File: config.mk
export PLATFORM = sky130hd
export DESIGN_NAME = ohm_calc_mc
export DESIGN_NICKNAME = d
export VERILOG_FILES = /design/src/rtl/ohm_pkg.sv /design/src/rtl/ohm_r4_divider.sv /design/src/rtl/ohm_calc_mc.sv
export SDC_FILE = /design/constraint.sdc
export NUM_CORES = 1
export LEC_CHECK = 0
export BUFFER_PORTS_ARGS = -buffer_cell sky130_fd_sc_hd__buf_4
export CORE_ASPECT_RATIO = 0.9
export CORE_UTILIZATION = 65
export CTS_CLUSTER_SIZE = 10
export DETAILED_ROUTE_END_ITERATION = 6
export PLACE_DENSITY_LB_ADDON = 0.05
export SLEW_MARGIN = 25
export SYNTH_ARGS = -nofsm -noshare
export SYNTH_HDL_FRONTEND = slang
export SYNTH_SLANG_ARGS = --single-unit
File: constraint.sdc
create_clock -name clk -period 7.47 [get_ports clk]
set_input_delay 0.747 -clock clk [delete_from_list [all_inputs] [get_ports clk]]
set_output_delay 0.747 -clock clk [all_outputs]
set_load 0.01 [all_outputs]
File: src/rtl/ohm_pkg.sv
// Shared types, result codes and ADC-format helpers for the igniter resistance calculator.
package ohm_pkg;

  localparam int unsigned OHM_ADC_W = 12;
  localparam int unsigned OHM_MAG_W = OHM_ADC_W - 1;

  typedef enum logic [1:0] {
    IDLE,
    DIV,
    DONE
  } ohm_state_e;

  localparam logic [OHM_ADC_W-1:0] R_ZERO_CODE = 12'h7FF;
  localparam logic [OHM_ADC_W-1:0] R_OPEN_CODE = 12'h023;

  // A set sign bit means the voltage reads below zero; treat it as no charge.
  function automatic logic [OHM_MAG_W-1:0] adc_to_mag_v(input logic [OHM_ADC_W-1:0] raw);
    logic [OHM_MAG_W-1:0] mag;
    mag = raw[OHM_MAG_W-1:0] ^ {OHM_MAG_W{1'b1}};
    return raw[OHM_ADC_W-1] ? '0 : mag;
  endfunction

  // Negative or zero current is forced to 1 so the divisor is never zero.
  function automatic logic [OHM_MAG_W-1:0] adc_to_mag_i(input logic [OHM_ADC_W-1:0] raw);
    logic [OHM_MAG_W-1:0] mag;
    mag = raw[OHM_MAG_W-1:0] ^ {OHM_MAG_W{1'b1}};
    return (raw[OHM_ADC_W-1] || (mag == '0)) ? OHM_MAG_W'(1) : mag;
  endfunction

  function automatic logic [OHM_ADC_W-1:0] mag_to_adc(input logic [OHM_MAG_W-1:0] field);
    return {1'b0, field ^ {OHM_MAG_W{1'b1}}};
  endfunction

endpackage

File: src/rtl/ohm_r4_divider.sv
// Iterative radix-4 restoring divider: quo = (num << QEXT) / den, one base-4 digit per cycle.
module ohm_r4_divider #(
  parameter int unsigned NW   = 27,
  parameter int unsigned DW   = 11,
  parameter int unsigned QEXT = 3,
  localparam int unsigned QW  = NW + QEXT
) (
  input  logic          clk,
  input  logic          reset,
  input  logic          start,
  input  logic [NW-1:0] num,
  input  logic [DW-1:0] den,
  output logic          done,
  output logic [QW-1:0] quo
);

  localparam int unsigned ITER = (QW + 1) / 2;
  localparam int unsigned PW   = 2 * ITER;
  localparam int unsigned RW   = DW + 2;
  localparam int unsigned CW   = (ITER > 1) ? $clog2(ITER) : 1;

  // acc holds the unconsumed dividend in its upper bits and the quotient digits in its lower bits.
  logic [PW-1:0] acc_q, acc_d, acc_step;
  logic [DW-1:0] rem_q, rem_d;
  logic [DW-1:0] den_q, den_d;
  logic [CW-1:0] cnt_q, cnt_d;
  logic          run_q, run_d;

  logic [RW-1:0] rem4, d1, d2, d3, rem_n;
  logic [1:0]    digit;
  logic          unused_rem_hi;

  always_comb begin
    rem4 = {rem_q, acc_q[PW-1 -: 2]};
    d1   = RW'(den_q);
    d2   = d1 << 1;
    d3   = d1 + d2;
    if (rem4 >= d3) begin
      digit = 2'd3;
      rem_n = rem4 - d3;
    end else if (rem4 >= d2) begin
      digit = 2'd2;
      rem_n = rem4 - d2;
    end else if (rem4 >= d1) begin
      digit = 2'd1;
      rem_n = rem4 - d1;
    end else begin
      digit = 2'd0;
      rem_n = rem4;
    end
    acc_step = {acc_q[PW-3:0], digit};
  end

  // The remainder is always below den, so its top two working bits are zero.
  assign unused_rem_hi = ^rem_n[RW-1:DW];

  always_comb begin
    acc_d = acc_q;
    rem_d = rem_q;
    den_d = den_q;
    cnt_d = cnt_q;
    run_d = run_q;
    if (start) begin
      acc_d = PW'(num) << QEXT;
      rem_d = '0;
      den_d = den;
      cnt_d = CW'(ITER - 1);
      run_d = 1'b1;
    end else if (run_q) begin
      acc_d = acc_step;
      rem_d = rem_n[DW-1:0];
      if (cnt_q == '0) begin
        run_d = 1'b0;
      end else begin
        cnt_d = cnt_q - 1'b1;
      end
    end
  end

  always_ff @(posedge clk) begin
    if (reset) begin
      acc_q <= '0;
      rem_q <= '0;
      den_q <= '0;
      cnt_q <= '0;
      run_q <= 1'b0;
    end else begin
      acc_q <= acc_d;
      rem_q <= rem_d;
      den_q <= den_d;
      cnt_q <= cnt_d;
      run_q <= run_d;
    end
  end

  // Quotient is presented combinationally during the final digit cycle so the caller can register it.
  assign done = run_q && (cnt_q == '0);
  assign quo  = acc_step[QW-1:0];

endmodule

File: src/rtl/ohm_calc_mc.sv
// Multi-channel igniter resistance calculator R = V*SCALE/I on a shared radix-4 divider.
// Optional open-circuit reporting is enabled by defining OHM_CALC_OPEN_DETECT_EN.
module ohm_calc_mc
  import ohm_pkg::*;
#(
  parameter int unsigned NCH     = 4,
  parameter int unsigned ADC_W   = OHM_ADC_W,
  parameter int unsigned SCALE   = 42089,
  parameter int unsigned SCALE_W = 16,
  parameter int unsigned QEXT    = 3,
  parameter int unsigned OUT_LSB = 8,
  parameter int unsigned I_MIN   = 32,
  parameter int unsigned V_OPEN  = 64,
  localparam int unsigned CH_W   = (NCH > 1) ? $clog2(NCH) : 1
) (
  input  logic                 clk,
  input  logic                 reset,
  input  logic                 in_valid,
  output logic                 in_ready,
  input  logic [CH_W-1:0]      in_ch,
  input  logic [ADC_W-1:0]     v_in,
  input  logic [ADC_W-1:0]     i_in,
  output logic                 out_valid,
  input  logic                 out_ready,
  output logic [CH_W-1:0]      out_ch,
  output logic [ADC_W-1:0]     r_out,
  output logic [NCH*ADC_W-1:0] r_hold,
  output logic                 busy
);

  localparam int unsigned M  = ADC_W - 1;
  localparam int unsigned NW = M + SCALE_W;
  localparam int unsigned QW = NW + QEXT;

  localparam logic [SCALE_W-1:0] SCALE_L  = SCALE_W'(SCALE);
  localparam logic [M-1:0]       I_MIN_L  = M'(I_MIN);
  localparam logic [M-1:0]       V_OPEN_L = M'(V_OPEN);

`ifdef OHM_CALC_OPEN_DETECT_EN
  localparam bit OPEN_EN = 1'b1;
`else
  localparam bit OPEN_EN = 1'b0;
`endif

  ohm_state_e state_q, state_d;

  logic [CH_W-1:0]      ch_q, ch_d;
  logic [NW-1:0]        n_q, n_d;
  logic [M-1:0]         i_q, i_d;
  logic                 v_open_q, v_open_d;
  logic                 start_q, start_d;
  logic [CH_W-1:0]      out_ch_q, out_ch_d;
  logic [ADC_W-1:0]     r_out_q, r_out_d;
  logic [NCH*ADC_W-1:0] r_hold_q, r_hold_d;

  logic [M-1:0]     v_mag;
  logic             div_done;
  logic [QW-1:0]    quo;
  logic             low_i, ovf;
  logic [M-1:0]     field;
  logic [ADC_W-1:0] r_sel;
  logic             unused_quo_lsbs;

  assign v_mag = adc_to_mag_v(v_in);

  // Start is delayed one cycle so the V*SCALE product is taken from a register.
  ohm_r4_divider #(
    .NW   (NW),
    .DW   (M),
    .QEXT (QEXT)
  ) u_div (
    .clk   (clk),
    .reset (reset),
    .start (start_q),
    .num   (n_q),
    .den   (i_q),
    .done  (div_done),
    .quo   (quo)
  );

  assign low_i           = (i_q <= I_MIN_L);
  assign ovf             = |quo[QW-1:OUT_LSB+M];
  assign field           = quo[OUT_LSB +: M];
  assign unused_quo_lsbs = ^quo[OUT_LSB-1:0];

  always_comb begin
    if (low_i) begin
      r_sel = v_open_q ? R_OPEN_CODE : R_ZERO_CODE;
    end else if (ovf) begin
      r_sel = mag_to_adc({M{1'b1}});
    end else begin
      r_sel = mag_to_adc(field);
    end
  end

  always_comb begin
    state_d  = state_q;
    ch_d     = ch_q;
    n_d      = n_q;
    i_d      = i_q;
    v_open_d = v_open_q;
    start_d  = 1'b0;
    out_ch_d = out_ch_q;
    r_out_d  = r_out_q;
    r_hold_d = r_hold_q;
    unique case (state_q)
      IDLE: begin
        if (in_valid) begin
          state_d  = DIV;
          ch_d     = in_ch;
          n_d      = {{SCALE_W{1'b0}}, v_mag} * {{M{1'b0}}, SCALE_L};
          i_d      = adc_to_mag_i(i_in);
          v_open_d = OPEN_EN && (v_mag > V_OPEN_L);
          start_d  = 1'b1;
        end
      end
      DIV: begin
        if (div_done) begin
          state_d  = DONE;
          out_ch_d = ch_q;
          r_out_d  = r_sel;
          // Out-of-range tags match no channel and leave the hold registers untouched.
          for (int n = 0; n < int'(NCH); n++) begin
            if (ch_q == CH_W'(n)) begin
              r_hold_d[n*ADC_W +: ADC_W] = r_sel;
            end
          end
        end
      end
      DONE: begin
        if (out_ready) begin
          state_d = IDLE;
        end
      end
      default: state_d = IDLE;
    endcase
  end

  always_ff @(posedge clk) begin
    if (reset) begin
      state_q  <= IDLE;
      ch_q     <= '0;
      n_q      <= '0;
      i_q      <= '0;
      v_open_q <= 1'b0;
      start_q  <= 1'b0;
      out_ch_q <= '0;
      r_out_q  <= '0;
      r_hold_q <= '0;
    end else begin
      state_q  <= state_d;
      ch_q     <= ch_d;
      n_q      <= n_d;
      i_q      <= i_d;
      v_open_q <= v_open_d;
      start_q  <= start_d;
      out_ch_q <= out_ch_d;
      r_out_q  <= r_out_d;
      r_hold_q <= r_hold_d;
    end
  end

  assign in_ready  = (state_q == IDLE);
  assign out_valid = (state_q == DONE);
  assign busy      = (state_q != IDLE);
  assign out_ch    = out_ch_q;
  assign r_out     = r_out_q;
  assign r_hold    = r_hold_q;

endmodule

==> key figures <==
GRT
  – Gr usage total: 30.1%
  – Global-route wire length before repair: 40.1 mm
  – Pin count of the biggest net entering global routing: 69
  – Gr ovfl total: 0
  – Antenna violations before repair: 0
  – Vias in the first global route: 8,463

Floorplan
  – Ports: 95
  – Die X: 137 um
  – Die Area: 17,000 um2
  – Starting Density: 66.5%
  – Core area: 16,100 um2
  – Chip height: 124 um
  – Cell Rows: 44

Routing
  – DR DRC count: 0
  – First drt pass iteration count: 5
  – Via density: 5.87
  – DR vias: 9,146
  – Drt initial violations: 634
  – Antenna Nets Post-Route: 0
  – Routed WL: 25.1 mm
  – Drt wl/cell: 16.1 um

Yosys
  – Ys Warns: 0
  – Post-Syn Area: 10,700 um2
  – Top cells by area, synth: dfxtp_1 29%, ha_1 14%, nor2_1 7.6%, fa_1 5.6%, a21oi_1 5.4%
  – Most common flop cell mapped by yosys: dfxtp_1
  – Area leader, netlist: dfxtp_1
  – Post-synthesis instance total: 1,286
  – Synthesized flop and latch total: 157
  – Mean Syn Cell Area: 8.34 um2
  – Share of synthesized registers carrying an async set or reset: 0%
  – Top-area cell type share of the netlist area: 29.3%
  – Distinct cells, synth: 66
  – EDFF count, synth: 0
  – Post-synthesis sequential area ratio: 29.3%

Placed design
  – Gpl congestion: 0.951
  – PortBufs: 89
  – Post-DP Area: 11,500 um2
  – Post-DP HPWL: 18.8 mm

Setup path
  – Worst setup path end: n_q[24]
  – Req. time, crit path: 7.80 ns
  – RR Startpoint: u_div.den_q[1]
  – CP arrival: 5.70 ns
  – Startpoint Class: input pin
  – CP max FO: 34
  – CP Class: input pin to flop
  – FF-to-FF End: u_div.rem_q[10]
  – Worst R2R Setup Slack: 2.85 ns
  – Worst setup EP type: flop
  – FF-to-FF path depth: 19
  – Setup crit start: v_in[11]

Timing
  – Post-route setup TNS: 0 ns
  – Clock skew: 0.0117 ns
  – Fmax: 186 MHz
  – RSZ-0062 raised after global routing: false
  – Worst Max-Slew Pin Slew: 0.811 ns
  – Final Hold Viols: 0
  – Hold Slack: 0.454 ns
  – Minimum clock period: 5.37 ns
  – # setup viols final: 0
  – Pins Over Slew Limit: 0
  – Tcrit/Tclk final: 71.8%
  – Slew HR: 46.0%

Clock tree
  – Clk_lat worst skew: 0.42 ns
  – CTS Hold Buffers Added: 0
  – Sinks on Clock Net: 157
  – Clock slew at reported path FFs: 0.06 ns
  – Post-CTS sizing: 0
  – H-tree depth: 4
  – Clock Tree Root: clkbuf_16
  – Post-CTS setup buffers: 0
  – Cts bufs inserted: 17
  – CTS tree: built
  – Longest Clk Path Bufs: 2

Run status
  – Outcome: finished, final reports clean

Pwr
  – Peak VDD IR: 205 uV
  – Pwr Density: 211 nW/um2
  – Logic pwr share: 30.3%
  – Leak pwr: 5.29 nW
  – Sw Share: 33.4%
  – Clock power frac: 34.1%
  – Net Switching: 0.000849 W
  – Pwr Total: 0.00254 W
  – Flop pwr share: 35.6%
  – Int Power: 0.00169 W

Cells and area
  – Most common cell after layout, fill and taps aside: nor2_1
  – Layout cell share with drive strength beyond 1: 11.0%
  – Nets@finish: 1,521
  – Fill count: 1,277
  – Area Growth Syn to Fin: 12.5%
  – Inserted Diodes: 0
  – Post-route cell area: 12,100 um2
  – Most frequent cells in the layout: 216 x nor2_1, 155 x dfxtp_1, 123 x ha_1

Min path
  – Hold Crit Class: flop to flop
  – Hold Crit Start: n_q[20]

Job
  – Maxcap violations: 0
## critical path, stage by stage
cell and delay [ns]:
buf_4 0.21, nor2_1 0.29, ha_1 0.30, fa_1 0.50, fa_1 0.51, inv_1 0.05
fa_1 0.49, inv_1 0.06, fa_1 0.53, inv_1 0.04, ha_1 0.34, and3_1 0.24
nand3_1 0.08, or3_1 0.36, a21boi_2 0.26, a31oi_1 0.17, a21oi_1 0.20, xnor2_1 0.08
a211oi_1 0.22
## Yosys cell counts, types with 9 or more instances
| cell type | number |
|---|---|
| nor2_1 | 216 |
| dfxtp_1 | 157 |
| ha_1 | 123 |
| a21oi_1 | 115 |
| inv_1 | 81 |
| a211oi_1 | 69 |
| nand2_1 | 66 |
| clkbuf_1 | 53 |
| xnor2_1 | 47 |
| mux2i_1 | 43 |
| o21ai_0 | 36 |
| fa_1 | 30 |
| nor3_1 | 25 |
| xor2_1 | 22 |
| o21a_1 | 21 |
| a21o_1 | 18 |
| nand3_1 | 15 |
| a31oi_1 | 10 |
| nand2b_1 | 10 |
| nor2b_1 | 9 |
## power by group through the flow
stage / clock network [W] / logic [W] / registers (W)
after floorplan: 0 / 0.000601 / 0.000916
after global placement: 0 / 0.000750 / 0.000922
after global routing: 0.000908 / 0.000863 / 0.000910
final: 0.000866 / 0.000771 / 0.000905
after detailed placement: 0 / 0.000763 / 0.000923
after CTS: 0.000870 / 0.000769 / 0.000905
## registers in the layout (all words and copies together) (netlist names)
signal / count
r_hold: 44
u_div.acc_q: 30
n_q: 27
i_q: 11
r_out: 11
u_div.den_q: 11
u_div.rem_q: 11
u_div.cnt_q: 4
ch_q: 2
out_ch: 2
state_q: 2
start_q: 1
u_div.run_q: 1
## cell type report
class / count / area (um2) / share of cell area [%]
clock buffers: 17 / 425 / 3.53
inverters: 81 / 304 / 2.52
repair buffers: 98 / 756 / 6.27
clock inverters: 14 / 160 / 1.33
multi-input cells: 983 / 7010 / 58.1
well taps: 207 / 259 / 2.15
flip-flops and latches: 157 / 3150 / 26.1
## per-layer routing
metal	routed length (um)	GRT usage, %	up-vias	share of wire, %
li1	-	-	4581	-
met2	12300	51.9	176	49
met5	0	0	-	0
met4	495	9.68	0	2.0
met1	11400	38.4	4348	46
met3	909	4.76	41	3.6
## kinds of logic (layout without fill, tap and decap cells)
family,Yosys count,in the layout,synth area share [%]
mux,45,45,4.22
compound gates,312,312,18.6
buf+inv,150,210,5.60
xor+xnor,69,69,5.64
simple gates,399,399,16.7
other cells,1,5,0.0350
fa+ha+maj,153,153,20.0
flops,157,157,29.3
## through the flow
stage	utilization (%)	cells	setup slack (ns)
after global placement	70.9	1525	1.78
after global routing	74.8	1557	1.83
after detailed placement	71.1	1526	1.65
after floorplan	-	1290	2.09
final	74.8	1557	2.10
after CTS	74.8	1557	2.12
## worst min path at each step
| stage | to | slack (ns) | depth (start not counted) |
|---|---|---|---|
| 3_5_place_dp | n_q[14] | 0.45 | 2 |
| 5_1_grt | n_q[10] | 0.47 | 2 |
| 6_report | n_q[20] | 0.45 | 2 |
| 4_1_cts | n_q[20] | 0.45 | 2 |
| 3_3_place_gp | n_q[17] | 0.44 | 2 |
| 2_1_floorplan | n_q[22] | 0.43 | 2 |
No activity file was read; power rests on OpenSTA's default activity.
